==> src/rtl/npc_ras_unit.sv <==
// Fetch PC register with next-PC selection, delay-slot tracking, EPC capture
// and a circular return-address stack that checks jr returns.
module npc_ras_unit #(
    parameter int              XLEN       = 32,
    parameter logic [XLEN-1:0] RESET_PC   = 32'h00003000,
    parameter logic [XLEN-1:0] EXC_VECTOR = 32'h00004180,
    parameter int              RAS_DEPTH  = 8
) (
    input  logic            clk,
    input  logic            reset,
    input  logic            en,
    input  logic [1:0]      pc_src,
    input  logic [XLEN-1:0] b_pc,
    input  logic [25:0]     instr_addr,
    input  logic [XLEN-1:0] ra,
    input  logic            is_call,
    input  logic            is_ret,
    input  logic            exc_req,
    input  logic            eret,
    output logic [XLEN-1:0] pc,
    output logic [XLEN-1:0] pc_plus4,
    output logic [XLEN-1:0] next_pc,
    output logic            in_delay_slot,
    output logic [XLEN-1:0] epc,
    output logic [XLEN-1:0] ras_top,
    output logic            ras_valid,
    output logic            ret_mispredict
);

    localparam int PW = $clog2(RAS_DEPTH);
    localparam int CW = PW + 1;
    localparam logic [XLEN-1:0] FOUR  = XLEN'(4);
    localparam logic [XLEN-1:0] EIGHT = XLEN'(8);
    localparam logic [CW-1:0]   FULL  = CW'(RAS_DEPTH);

    logic [XLEN-1:0] r_pc;
    logic [XLEN-1:0] r_epc;
    logic            r_in_ds;
    logic            r_mis;
    logic [XLEN-1:0] r_ras [RAS_DEPTH];
    logic [PW-1:0]   r_ptr;
    logic [CW-1:0]   r_cnt;

    logic [XLEN-1:0] w_pc_plus4;
    logic [XLEN-1:0] w_pc_plus8;
    logic [XLEN-1:0] w_jump;
    logic [XLEN-1:0] w_next;
    logic [PW-1:0]   w_top_idx;
    logic            w_valid;
    logic            w_upd;
    logic            w_norm;
    logic            w_push;
    logic            w_pop;
    logic            w_mis;

    assign w_pc_plus4 = r_pc + FOUR;
    assign w_pc_plus8 = r_pc + EIGHT;
    assign w_jump     = {r_pc[XLEN-1:28], instr_addr, 2'b00};
    assign w_top_idx  = r_ptr - PW'(1);
    assign w_valid    = (r_cnt != '0);

    always_comb begin
        w_next = w_pc_plus4;
        if (exc_req) begin
            w_next = EXC_VECTOR;
        end else if (eret) begin
            w_next = r_epc;
        end else begin
            unique case (pc_src)
                2'd1:    w_next = b_pc;
                2'd2:    w_next = w_jump;
                2'd3:    w_next = ra;
                default: w_next = w_pc_plus4;
            endcase
        end
    end

    // Exceptions advance even while stalled; everything else needs en.
    assign w_upd  = en | exc_req;
    assign w_norm = en & ~exc_req & ~eret;
    assign w_push = w_norm & is_call;
    assign w_pop  = w_norm & is_ret & (pc_src == 2'd3);
    assign w_mis  = w_pop & (~w_valid | (ra != r_ras[w_top_idx]));

    always_ff @(posedge clk or posedge reset) begin
        if (reset) begin
            r_pc    <= RESET_PC;
            r_epc   <= '0;
            r_in_ds <= 1'b0;
            r_mis   <= 1'b0;
        end else if (w_upd) begin
            r_pc <= w_next;
            if (exc_req) begin
                r_epc   <= r_in_ds ? (r_pc - FOUR) : r_pc;
                r_in_ds <= 1'b0;
                r_mis   <= 1'b0;
            end else begin
                r_in_ds <= (pc_src != 2'd0) & ~eret;
                r_mis   <= w_mis;
            end
        end
    end

    // Push+pop on a non-empty stack replaces the top in place.
    always_ff @(posedge clk or posedge reset) begin
        if (reset) begin
            r_ptr <= '0;
            r_cnt <= '0;
        end else if (w_push && !(w_pop && w_valid)) begin
            r_ptr <= r_ptr + PW'(1);
            r_cnt <= (r_cnt == FULL) ? r_cnt : r_cnt + CW'(1);
        end else if (w_pop && !w_push && w_valid) begin
            r_ptr <= w_top_idx;
            r_cnt <= r_cnt - CW'(1);
        end
    end

    always_ff @(posedge clk) begin
        if (w_push) begin
            if (w_pop && w_valid) begin
                r_ras[w_top_idx] <= w_pc_plus8;
            end else begin
                r_ras[r_ptr] <= w_pc_plus8;
            end
        end
    end

    assign pc             = r_pc;
    assign pc_plus4       = w_pc_plus4;
    assign next_pc        = w_next;
    assign in_delay_slot  = r_in_ds;
    assign epc            = r_epc;
    assign ras_top        = r_ras[w_top_idx];
    assign ras_valid      = w_valid;
    assign ret_mispredict = r_mis;

endmodule

==> config.mk <==
export PLATFORM = sky130hd
export DESIGN_NAME = npc_ras_unit
export DESIGN_NICKNAME = d
export VERILOG_FILES = /design/src/rtl/npc_ras_unit.sv
export SDC_FILE = /design/constraint.sdc
export NUM_CORES = 1
export LEC_CHECK = 0
export CORE_AREA = 3 3 190 192
export DETAILED_ROUTE_END_ITERATION = 12
export DIE_AREA = 0 0 193 195
export HOLD_SLACK_MARGIN = 0.12
export PLACE_DENSITY = 0.76
export SLEW_MARGIN = 20
export SYNTH_ARGS = -nofsm -noshare
export SYNTH_HDL_FRONTEND = slang
export SYNTH_SLANG_ARGS = --single-unit
==> constraint.sdc <==
create_clock -name clk -period 5.3 [get_ports clk]
set_clock_uncertainty 0.05 [all_clocks]
set_input_delay 1.06 -clock clk [delete_from_list [all_inputs] [get_ports clk]]
set_output_delay 1.06 -clock clk [all_outputs]
set_load 0.02 [all_outputs]
After elaboration in Yosys (flattened, before gate mapping)
Memories as Yosys holds them, arrays and structs flattened.
Cells that the tools add are included.
Widths: inputs -> output; s select.
Cells by class
  add/sub/neg operators: 7
  equal/unequal tests: 6
  mux-type cells: 20
  bitwise gates (word level): 12
  reductions and logical operators: 12
Operators with widths (count)
  $mux 32: 4
  $pmux 32 s3: 1
  $add 32x3->32 const B: 1
  $add 32x4->32 const B: 1
  $ne 32x32->1: 1
  $reduce_or 32->1: 1
  $sub 32x3->32 const B: 1
  $mux 4: 3
  $mux 1: 9
  $mux 3: 3
  $and 1x1->1: 7
  $add 4x1->4 const B: 1
  $eq 2x2->1 const B: 2
  $eq 4x4->1 const B: 1
  $logic_and 1x1->1: 4
  $reduce_and 2->1: 2
  $reduce_bool 2->1: 2
  $reduce_bool 4->1: 1
  $sub 4x1->4 const B: 1
  $add 3x1->3 const B: 1
  $not 1->1: 3
  $sub 3x1->3 const B: 1
  $eq 2x1->1 const B: 1
  $logic_not 1->1: 2
  2 further kinds: 3
Storage, ports and cells
  register bits after elaboration: 73
  RAM bits: 256
  input port bits: 99
  logic and storage cells: 64
  memories: 1
Memories
  r_ras: words 8, bits a word 32, rd ports 1, clocked after Yosys merged registers in 0, wr ports 1, line 40  | logic [XLEN-1:0] r_ras [RAS_DEPTH];

Logic depth before layout (Yosys ltp)
Gate-level depths: netlist of the first run.
  depth in word-level cells: 11
  mapped depth: 15
  gate-level depth less buffers: 11

Least setup slack after synthesis of the first run
Ideal clock, no wire load.
  kind: reg-to-reg
  from: reg r_ptr[0]
  to: mem r_ras[0][0], enable pin
  library setup time: 0.421 ns
  arrival: 4.784 ns
  required time: 4.829 ns
  path slack: 0.044 ns
  cell stages (with the launch flop): 13
  path buffers: 8
  period minus slack after synthesis: 5.256 ns
  cell sequence: dfrtp_1 > buf_2 > buf_2 > clkinv_1 > clkbuf_1 > ha_1 > buf_1 > buf_2 > buf_2 > clkbuf_1 > clkbuf_1 > a31oi_1 > nor2_1
Between the ends
  cells in the longest elaborated chain, start to end: 2
Ends and longest elaborated chain
  from (decl): line 41  | logic [PW-1:0] r_ptr;
  from (signal assigned): line 110  | r_ptr <= r_ptr + PW'(1);
  from (signal assigned): line 113  | r_ptr <= w_top_idx;
  $sub 3x1->3: line 59  | assign w_top_idx = r_ptr - PW'(1);
  $mux 3 (no line) (*)
  to (decl): line 40
Mark *: on every way between the ends. The rest lies on a longest branch, timed or not.

Worst setup path in the final report of the first run
  from: reg r_pc[5] (netlist: pc[5])
  to: out next_pc[18]
Between the ends
  cells in the longest elaborated chain, start to end: 4
Ends and longest elaborated chain
  from (decl): line 36  | logic [XLEN-1:0] r_pc;
  from (signal assigned): line 92  | r_pc <= w_next;
  $add 32x3->32: line 56  | assign w_pc_plus4 = r_pc + FOUR;
  $pmux 32 s3: line 69  | unique case (pc_src)
  $mux 32: line 66  | end else if (eret) begin
  $mux 32: line 64  | if (exc_req) begin
  to (decl): line 22  | output logic [XLEN-1:0] next_pc,
Every way passes these cells.

==> results of run 1 <==
## sequential cells by signal, indices dropped and copies added (netlist names)
register / cells
epc: 32
in_delay_slot: 1
pc: 32
r_cnt: 4
r_ptr: 3
r_ras: 256
ret_mispredict: 1
## cells in the mapped netlist (7+ instances only)
| library cell | instances |
|---|---|
| a211oi_1 | 9 |
| a21oi_1 | 56 |
| a222oi_1 | 7 |
| a31oi_1 | 10 |
| and2_1 | 10 |
| and3_1 | 9 |
| buf_1 | 16 |
| buf_2 | 11 |
| buf_4 | 10 |
| clkbuf_1 | 65 |
| dfrtp_1 | 71 |
| edfxtp_1 | 256 |
| ha_1 | 11 |
| inv_1 | 10 |
| mux2_2 | 42 |
| mux2i_1 | 65 |
| mux4_2 | 64 |
| nand2_1 | 106 |
| nand2b_1 | 13 |
| nand3_1 | 40 |
| nand4_1 | 13 |
| nor2_1 | 105 |
| nor2b_1 | 7 |
| nor3_1 | 29 |
| nor4_1 | 11 |
| o21ai_0 | 19 |
| xnor2_1 | 96 |
| xor2_1 | 61 |
## power by group
group / switching [mW] / internal (mW) / leakage, nW
Combinational: 2.40 / 1.98 / 3.70
Sequential: 0.123 / 2.92 / 3.24
Clock: 1.01 / 1.29 / 0.527
## kinds of logic (layout without fill, tap and decap cells)
kind of cell | count (synthesis) | in the layout
AO/OA/AOI/OAI | 138 | 138
XOR/XNOR | 157 | 157
adder cells (fa/ha/maj) | 12 | 12
buffers and inverters | 116 | 388
flip-flops | 329 | 329
multiplexers | 171 | 171
other | 0 | 2
AND/OR/NAND/NOR | 377 | 377
## critical path, cell delays in order (launching register included)
cell,delay [ps]
dfrtp_1,680
and3_1,320
nand3_1,300
nor2_1,290
nand4_1,200
xnor2_1,240
mux4_2,500
mux2i_1,340
nor2_1,80
clkdlybuf4s50_1,580
## final timing paths
check	start	to	slack, ps	cells after the start
worst max-delay path	pc[5]	next_pc[18]	150	9
worst min-delay path	r_cnt[3]	r_cnt[3]	460	1
worst max register to register	r_ptr[1]	ret_mispredict	1240	11
worst min register to register	r_cnt[3]	r_cnt[3]	460	1
max in group asynchronous	reset	pc[12]	3360	3
min in group asynchronous	reset	epc[0]	980	2
## layout make-up
| type | instances | share of cell area |
|---|---|---|
| inverters | 13 | 0.00243 |
| clock inverters | 17 | 0.00534 |
| flip-flops and latches | 329 | 0.451 |
| well taps | 455 | 0.0270 |
| diodes | 2 | 0.000237 |
| multi-input cells | 855 | 0.326 |
| clock buffers | 47 | 0.0456 |
| repair buffers | 311 | 0.142 |
## layout by cell type, fill, tap and decap left out, drive strengths merged, types with 17 or more instances in the layout
cell type and n:
clkbuf 47, edfxtp 256, nand2 107, o21ai 19
mux2i 65, nor2 105, nor3 30, dfrtp 71
clkdlybuf4s50 254, xor2 61, clkinv 17, mux2 42
nand3 40, buf 57, mux4 64, a21oi 56
xnor2 96
## per-layer routing
layer	GRT usage	vias to the layer above	wire length (µm)	part of all wire
li1	-	5322	-	-
met2	0.450	764	25300	0.47
met3	0.0512	107	5560	0.10
met4	0.0932	0	1940	0.036
met1	0.388	6181	20400	0.38
met5	0	-	0	0
==> results.txt, run 1 <==
H-tree depth: 2
Initial antenna violation count: 1
Synth top area share: 0.457
P&R area growth vs syn: 25.4%
Final Core Density: 0.610
Min Tclk post-route: 5150 ps
Final instance area: 21,100 µm²
Routability cong.: 0.985
Gr ovfl total: 0
Via total after detailed routing: 12,400
Largest family of logic cells by synthesized area: multiplexers
Drt wl/cell: 26.2 µm
Nature of the critical path startpoint: flip-flop
Row cnt: 68
Reg clk slew, reported paths: 70 ps
Final Hold Fails: 0
Top cell type by total area after synthesis: edfxtp_1
Seq/Total Area, Yosys: 0.566
Max clock buf depth: 3
Syn avg cell area: 12.9 µm²
Post-CTS Repair Setup Buffers: 0
Gr usage total: 0.280
Mux share of post-synthesis cell area: 0.153
Clk_lat worst skew: 520 ps
Status: finished clean
CTS root buf: clkbuf_16
Cells after DPL: 1,963
WS Path Type: flip-flop to output pin
RSZ-0062 raised after global routing: no
Number of gates resized after CTS: 0
WP data required: 4190 ps
Slew HR: 0.330
CP Max Fanout: 13
P per Cell Area: 461 nW/µm²
Input/output buffers: 261
Top Ports: 262
Primary FF master, synth: edfxtp_1
Number of synthesized flops with an enable pin: 256
Slew @ Worst Pin: 1000 ps
Fmax: 194 MHz
Cells after Synth: 1,300
Pre-CTS setup slack: 805 ps
Endpoints failing setup: 0
Net Count, Synth: 1,411
Reg area: 9520 µm²
DP HPWL: 37.8 mm
Post-synth cell types: 59
Hold buffer count at CTS: 0
First-pass GRT wire length: 78.8 mm
Ys async rst share: 0.222
Max Cap Viol: 0
Layout Nets: 1,657
HP Class: flip-flop to flip-flop
Lkg Pwr: 7.46 nW
Crit path DAT: 4040 ps
Share of cells above drive strength 1: 0.152
CTS tree: built
Final worst-path cycle share: 0.971
CORE AREA: 34,500 µm²
Multi-input logic area: 6860 µm²
Synthesized flop and latch total: 329
Power Total: 9.72 mW
Area contributors post-synth: edfxtp_1 (46%), dfrtp_1 (11%), mux4_2 (8.6%)
Synth warn: 0
Final WL: 53.2 mm
Peak VDD IR: 0.397 mV
Fillers: 2,666
Starting Density: 0.487
Largest net degree at the start of global routing: 65
Routed Antenna Nets: 0
Non-Filler Instances: 2,029
Post-synthesis adder-cell area fraction: 0.00938
TritonRoute pass-1 iters: 8
Placed instance area: 20,000 µm²
DR iter-0 viols: 1,431
Die X: 193 µm
Compound-cell area share of the yosys netlist: 0.0522
DRC violations left: 0
Worst setup EP type: output pin
Clk sinks: 329
Die Area: 37,600 µm²
Hold WS: 464 ps
Slew Viols, Final: 0
DR vias/cell: 6.10
Die height: 195 µm
Number of CTS-inserted buffers: 36
Vias in the first global route: 12,400
Post-Synth Simple-Gate Area: 0.109
Setup TNS: 0 ps
Final worst slack: 154 ps
Mapped cell area: 16,800 µm²
XOR/XNOR Fraction of Synth Area: 0.0818
(Power assumes the default switching activity.)
==> inputs of run 2 (changes only) <==
Settings changed: CAP_MARGIN from default to 5, SLEW_MARGIN 20 to 5.
==> run 2 against run 1 <==
Effect of this change:
- core utilization barely moved
- sequential power barely moved
- clock power barely moved
- total power barely moved
- fmax fell by 0.39%
- flip-flop and latch count did not move
- critical path depth did not move
- register-to-register slack improved by 40 ps
- non-clock buffer count did not move
- critical endpoint unchanged
- largest power group unchanged
==> results.txt, run 2 (same netlist as run 1, synthesis figures left out) <==
DR vias/cell: 6.07 (-0.40%)
CP Max Fanout: 13 (unchanged)
WS Path Type: flip-flop to output pin
Critical-path cell list: and3_1, nand3_1, nor2_1, nand4_1, xnor2_1, mux4_2, mux2i_1, nor2_1, clkdlybuf4s50_1
Critical path's slowest cell: dfrtp_1
P per Cell Area: 461 nW/µm² (about the same)
Post-CTS Repair Setup Buffers: 0 (unchanged)
Input/output buffers: 261 (unchanged)
Most used cell, CP: nor2_1
P&R area growth vs syn: 25.4% (about the same)
Endpoints failing setup: 0 (unchanged)
Routed Antenna Nets: 0 (unchanged)
Cells after DPL: 1,963 (unchanged)
Peak VDD IR: 0.396 mV (-0.24%)
Starting Density: 0.487 (unchanged)
CP Depth: 9 (unchanged)
Die height: 195 µm (unchanged)
Clk sinks: 329 (unchanged)
Largest net degree at the start of global routing: 65 (unchanged)
Crit path DAT: 4060 ps (+20 ps)
Hold buffer count at CTS: 0 (unchanged)
Max reg flops: 256 (unchanged)
HP Class: flip-flop to flip-flop
Lkg Pwr: 7.46 nW (about the same)
Hold WS: 462 ps (-2.48 ps)
Slew Viols, Final: 0 (unchanged)
Min Tclk post-route: 5170 ps (+20.3 ps)
Reg clk slew, reported paths: 60 ps (about the same)
TritonRoute pass-1 iters: 7 (-1)
Status: finished clean
Most frequent cells in the layout: edfxtp_1 (256), clkdlybuf4s50_1 (254), nand2_1 (106), nor2_1 (97), xnor2_1 (95)
Die X: 193 µm (unchanged)
Worst setup EP type: output pin
Slew HR: 0.309 (-0.0215)
Routability cong.: 0.985 (unchanged)
Beginning of the critical path: pc[5]
Reg2reg start: r_ptr[1]
Largest register by flop count: r_ras
Via total after detailed routing: 12,300 (-0.40%)
Reg2reg end: ret_mispredict
Vias in the first global route: 12,400 (unchanged)
Gr usage total: 0.280 (unchanged)
Max Cap Viol: 0 (unchanged)
CP peak stage delay: 680 ps (about the same)
Number of CTS-inserted buffers: 36 (unchanged)
DP HPWL: 37.8 mm (unchanged)
Gr ovfl total: 0 (unchanged)
Initial antenna violation count: 1 (unchanged)
Top Ports: 262 (unchanged)
DR iter-0 viols: 1,539 (+7.5%)
Nature of the critical path startpoint: flip-flop
First-pass GRT wire length: 78.8 mm (unchanged)
CORE AREA: 34,500 µm² (unchanged)
Layout Nets: 1,657 (unchanged)
Worst Setup EP: next_pc[18]
Final WL: 53.1 mm (-0.13%)
Drt wl/cell: 26.2 µm (-0.13%)
Non-Filler Instances: 2,029 (unchanged)
Power Total: 9.72 mW (about the same)
Final Core Density: 0.610 (about the same)
Final Hold Fails: 0 (unchanged)
R2R cell count: 11 (unchanged)
WP data required: 4190 ps (about the same)
DRC violations left: 0 (unchanged)
Slew @ Worst Pin: 1030 ps (+24.8 ps)
Buffer and inverter count on the worst path: 1 (unchanged)
Commonest non-fill, non-tap cell in the layout: edfxtp_1
Clk_lat worst skew: 520 ps (about the same)
Final worst-path cycle share: 0.975 (+0.00384)
CTS tree: built
Share of cells above drive strength 1: 0.152 (unchanged)
Setup TNS: 0 ps (unchanged)
Fmax: 194 MHz (-0.39%)
Reg2reg setup slack: 1280 ps (+40 ps)
H-tree depth: 2 (unchanged)
CTS root buf: clkbuf_16
Row cnt: 68 (unchanged)
Die Area: 37,600 µm² (unchanged)
Max clock buf depth: 3 (unchanged)
RSZ-0062 raised after global routing: no
CP delay by family, top: simple AND/OR/NAND/NOR gates
Number of gates resized after CTS: 0 (unchanged)
Fillers: 2,666 (unchanged)
## run 2: how the worst min path moves through the flow
| stage | startpoint | cells past startpoint | to | slack [ps] |
|---|---|---|---|---|
| floorplan | r_cnt[3] | 1 | r_cnt[3] | 430 |
| global placement | r_cnt[3] | 1 | r_cnt[3] | 450 |
| detailed placement | r_cnt[3] | 1 | r_cnt[3] | 450 |
| CTS | r_cnt[3] | 1 | r_cnt[3] | 460 |
| global route | r_cnt[3] | 1 | r_cnt[3] | 470 |
| finish | r_cnt[3] | 1 | r_cnt[3] | 460 |
## run 2: per-layer routing
| layer | track usage | share of wire | vias up |
|---|---|---|---|
| met4 | 0.0932 | 0.037 | 0 |
| met5 | 0 | 0 | - |
| met3 | 0.0512 | 0.10 | 111 |
| li1 | - | - | 5317 |
| met2 | 0.450 | 0.47 | 772 |
| met1 | 0.388 | 0.39 | 6125 |
## run 2: area by class of cell
| class | count | area, µm² | share of cell area |
|---|---|---|---|
| multi-input cells | 855 | 6860 | 0.326 |
| flip-flops and latches | 329 | 9520 | 0.452 |
| clock buffers | 47 | 962 | 0.0456 |
| inverters | 13 | 50.0 | 0.00237 |
| diodes | 2 | 5.00 | 0.000237 |
| repair buffers | 311 | 3000 | 0.142 |
| well taps | 455 | 569 | 0.0270 |
| clock inverters | 17 | 113 | 0.00534 |
## run 2: metrics by stage
step                setup slack [ps]  area [µm²]
global placement                 807       20000
detailed placement               805       20000
global route                    84.8       21100
finish                           134       21100
CTS                              250       21100
floorplan                       44.5       16800
## run 2: power breakdown
group | switching [mW] | internal [mW]
clock network | 1.01 | 1.29
logic | 2.40 | 1.98
registers | 0.122 | 2.92
total | 3.53 | 6.19
## run 2: worst register-to-register path, delay by kind of cell (launching register included)
kind	cells	cell delay, ps
buffers and inverters	2	420
AND/OR/NAND/NOR	3	940
flip-flops	1	470
XOR/XNOR	2	820
adder cells (fa/ha/maj)	1	200
multiplexers	2	850
AO/OA/AOI/OAI	1	140
==> inputs of run 3 (changes only) <==
Settings changed: CORE_AREA 3 3 190 192 to 3 3 179 181, DIE_AREA 0 0 193 195 to 0 0 182 184, PLACE_DENSITY 0.76 to 0.81, TNS_END_PERCENT from default to 100.
Clock period 5.3 ns to 4.9 ns, I/O delays scaled along.
==> run 3 against run 2 <==
Effect of this change:
- first-iteration DRC count up 7.4%
- highest routed layer unchanged
- design area up 1.4%
- flip-flop and latch count unchanged
- combinational power up 11%
- clock power up 22%
- critical path depth unchanged
- final cell count down 2.0%
==> results.txt, run 3 (same netlist as run 1, synthesis figures left out) <==
Status: finished clean
Input/output buffers: 261 (unchanged)
DR iter-0 viols: 1,653 (+7.4%)
CTS tree: built
Peak VDD IR: 0.583 mV (+47%)
Non-Filler Instances: 1,989 (-2.0%)
Max Cap Viol: 0 (unchanged)
CP peak stage delay: 660 ps (-20 ps)
WP data required: 3870 ps (-320 ps)
Slew HR: 0.340 (+0.0314)
Drt wl/cell: 26.8 µm (+2.4%)
Nature of the critical path startpoint: flip-flop
Buffer and inverter count on the worst path: 1 (unchanged)
Die X: 182 µm (-5.7%)
First-pass GRT wire length: 78.1 mm (-0.90%)
CTS root buf: clkbuf_16
Commonest non-fill, non-tap cell in the layout: clkdlybuf4s50_1
DP HPWL: 37.6 mm (-0.39%)
CP Max Fanout: 9 (-4)
Multi-input logic area: 6900 µm² (+0.58%)
Number of CTS-inserted buffers: 35 (-2.8%)
CORE AREA: 30,600 µm² (-11%)
Endpoints failing setup: 0 (unchanged)
Largest register by flop count: r_ras
DR vias/cell: 6.35 (+4.6%)
Min Tclk post-route: 4770 ps
Critical path's slowest cell: dfstp_2
Clk_lat worst skew: 520 ps (about the same)
DRC violations left: 0 (unchanged)
Gr usage total: 0.312 (+0.0316)
Die Area: 33,500 µm² (-11%)
Critical-path cell list: and4_1, and4_1, and2_1, nand2_1, xnor2_1, mux4_2, mux2i_1, nor2_1, clkdlybuf4s50_1
Final WL: 53.3 mm (+0.36%)
Fillers: 2,066 (-23%)
Pre-CTS setup slack: 521 ps (-283 ps)
Lkg Pwr: 7.66 nW (+2.6%)
Most frequent cells in the layout: clkdlybuf4s50_1 (257), edfxtp_1 (256), nand2_1 (106), nor2_1 (97), xnor2_1 (92)
Final worst-path cycle share: 0.974
HP Class: flip-flop to flip-flop
WS Path Type: flip-flop to output pin
Fmax: 210 MHz
Final Hold Fails: 0 (unchanged)
P per Cell Area: 513 nW/µm² (+11%)
Setup TNS: 0 ps (unchanged)
Via total after detailed routing: 12,600 (+2.5%)
Most used cell, CP: and4_1
Top Ports: 262 (unchanged)
Die height: 184 µm (-5.6%)
Final worst slack: 127 ps (-6.93 ps)
Initial antenna violation count: 0 (-1)
Layout Nets: 1,678 (+1.3%)
Starting Density: 0.550 (+0.0629)
Routed Antenna Nets: 0 (unchanged)
Slew Viols, Final: 0 (unchanged)
Gr ovfl total: 0 (unchanged)
Max reg flops: 256 (unchanged)
TritonRoute pass-1 iters: 8 (+1)
Row cnt: 64 (-5.9%)
RSZ-0062 raised after global routing: yes
Largest net degree at the start of global routing: 65 (unchanged)
Max clock buf depth: 3 (unchanged)
CP delay by family, top: simple AND/OR/NAND/NOR gates
Cells after DPL: 1,918 (-2.3%)
P&R area growth vs syn: 27.1%
Share of cells above drive strength 1: 0.167 (+0.0149)
Hold buffer count at CTS: 0 (unchanged)
Worst setup EP type: output pin
H-tree depth: 2 (unchanged)
Slew @ Worst Pin: 989 ps (-39.7 ps)
Crit path DAT: 3740 ps (-320 ps)
Clk sinks: 329 (unchanged)
Reg clk slew, reported paths: 60 ps (about the same)
Routability cong.: 0.968 (-1.8%)
Antenna diode count: 0 (-2)
Reg area: 9520 µm² (about the same)
Vias in the first global route: 12,500 (+0.31%)
## run 3: changes by cell type in the layout (fill, tap and decap cells not counted), moves of 3 or more
cell,previous run,this run
buf_4,51,69
bufinv_16,0,7
clkbuf_1,9,4
clkdlybuf4s50_1,254,257
clkinv_1,7,11
clkinv_2,7,4
xnor2_1,95,92
xnor2_2,1,4
## run 3: final cells by class
class / count / area share
well taps: 396 / 0.0232
multi-input cells: 855 / 0.323
clock buffers: 40 / 0.0428
repair buffers: 333 / 0.149
flip-flops and latches: 329 / 0.445
inverters: 13 / 0.00234
clock inverters: 23 / 0.0142
## run 3: final timing paths
| check | endpoint | depth (start not counted) | startpoint | slack [ps] |
|---|---|---|---|---|
| setup / recovery | next_pc[23] | 9 | pc[12] | 130 |
| hold / removal | r_cnt[3] | 1 | r_cnt[3] | 460 |
| setup reg to reg | ret_mispredict | 11 | r_ptr[1] | 1010 |
| hold reg to reg | r_cnt[3] | 1 | r_cnt[3] | 460 |
| max in group asynchronous | pc[12] | 3 | reset | 2980 |
| min in group asynchronous | pc[18] | 2 | reset | 890 |
## run 3: layer usage
| metal | vias to the layer above | share of wire | track usage |
|---|---|---|---|
| li1 | 5353 | - | - |
| met1 | 6272 | 0.38 | 0.418 |
| met2 | 865 | 0.47 | 0.494 |
| met3 | 144 | 0.11 | 0.0815 |
| met4 | 0 | 0.041 | 0.121 |
| met5 | - | 0 | 0 |
## run 3: metrics by stage
step	total power, mW	utilization	hold WS [ps]	instance area (µm²)
2_1_floorplan	6.33	-	427	16800
3_5_place_dp	8.09	0.656	454	20100
5_1_grt	11.4	0.699	498	21400
3_3_place_gp	8.02	0.656	444	20100
6_report	11.0	0.699	461	21400
4_1_cts	10.9	0.695	469	21300
## run 3: power by group
| part | switching (mW) | internal (mW) |
|---|---|---|
| Clock | 1.09 | 1.72 |
| Combinational | 2.65 | 2.22 |
| Sequential | 0.120 | 3.16 |
## run 3: timing repair
| item | 4_1_cts | 5_1_grt |
|---|---|---|
| endpoints found under the setup margin | 1 | 8 |
| gates resized for setup | 1 | 7 |
| gates cloned | 0 | 0 |
| pin swaps | 0 | 1 |
| buffers inserted | 0 | 8 |
## run 3: worst register-to-register path, stage by stage, from the launching register on
cell and delay, ps:
dfrtp_1 450, inv_1 140, ha_4 190, xor2_4 460, buf_4 410, mux4_2 550
mux2_2 300, xnor2_1 130, nand2_1 60, nand4b_1 320, nor4_1 540, a31oi_1 140
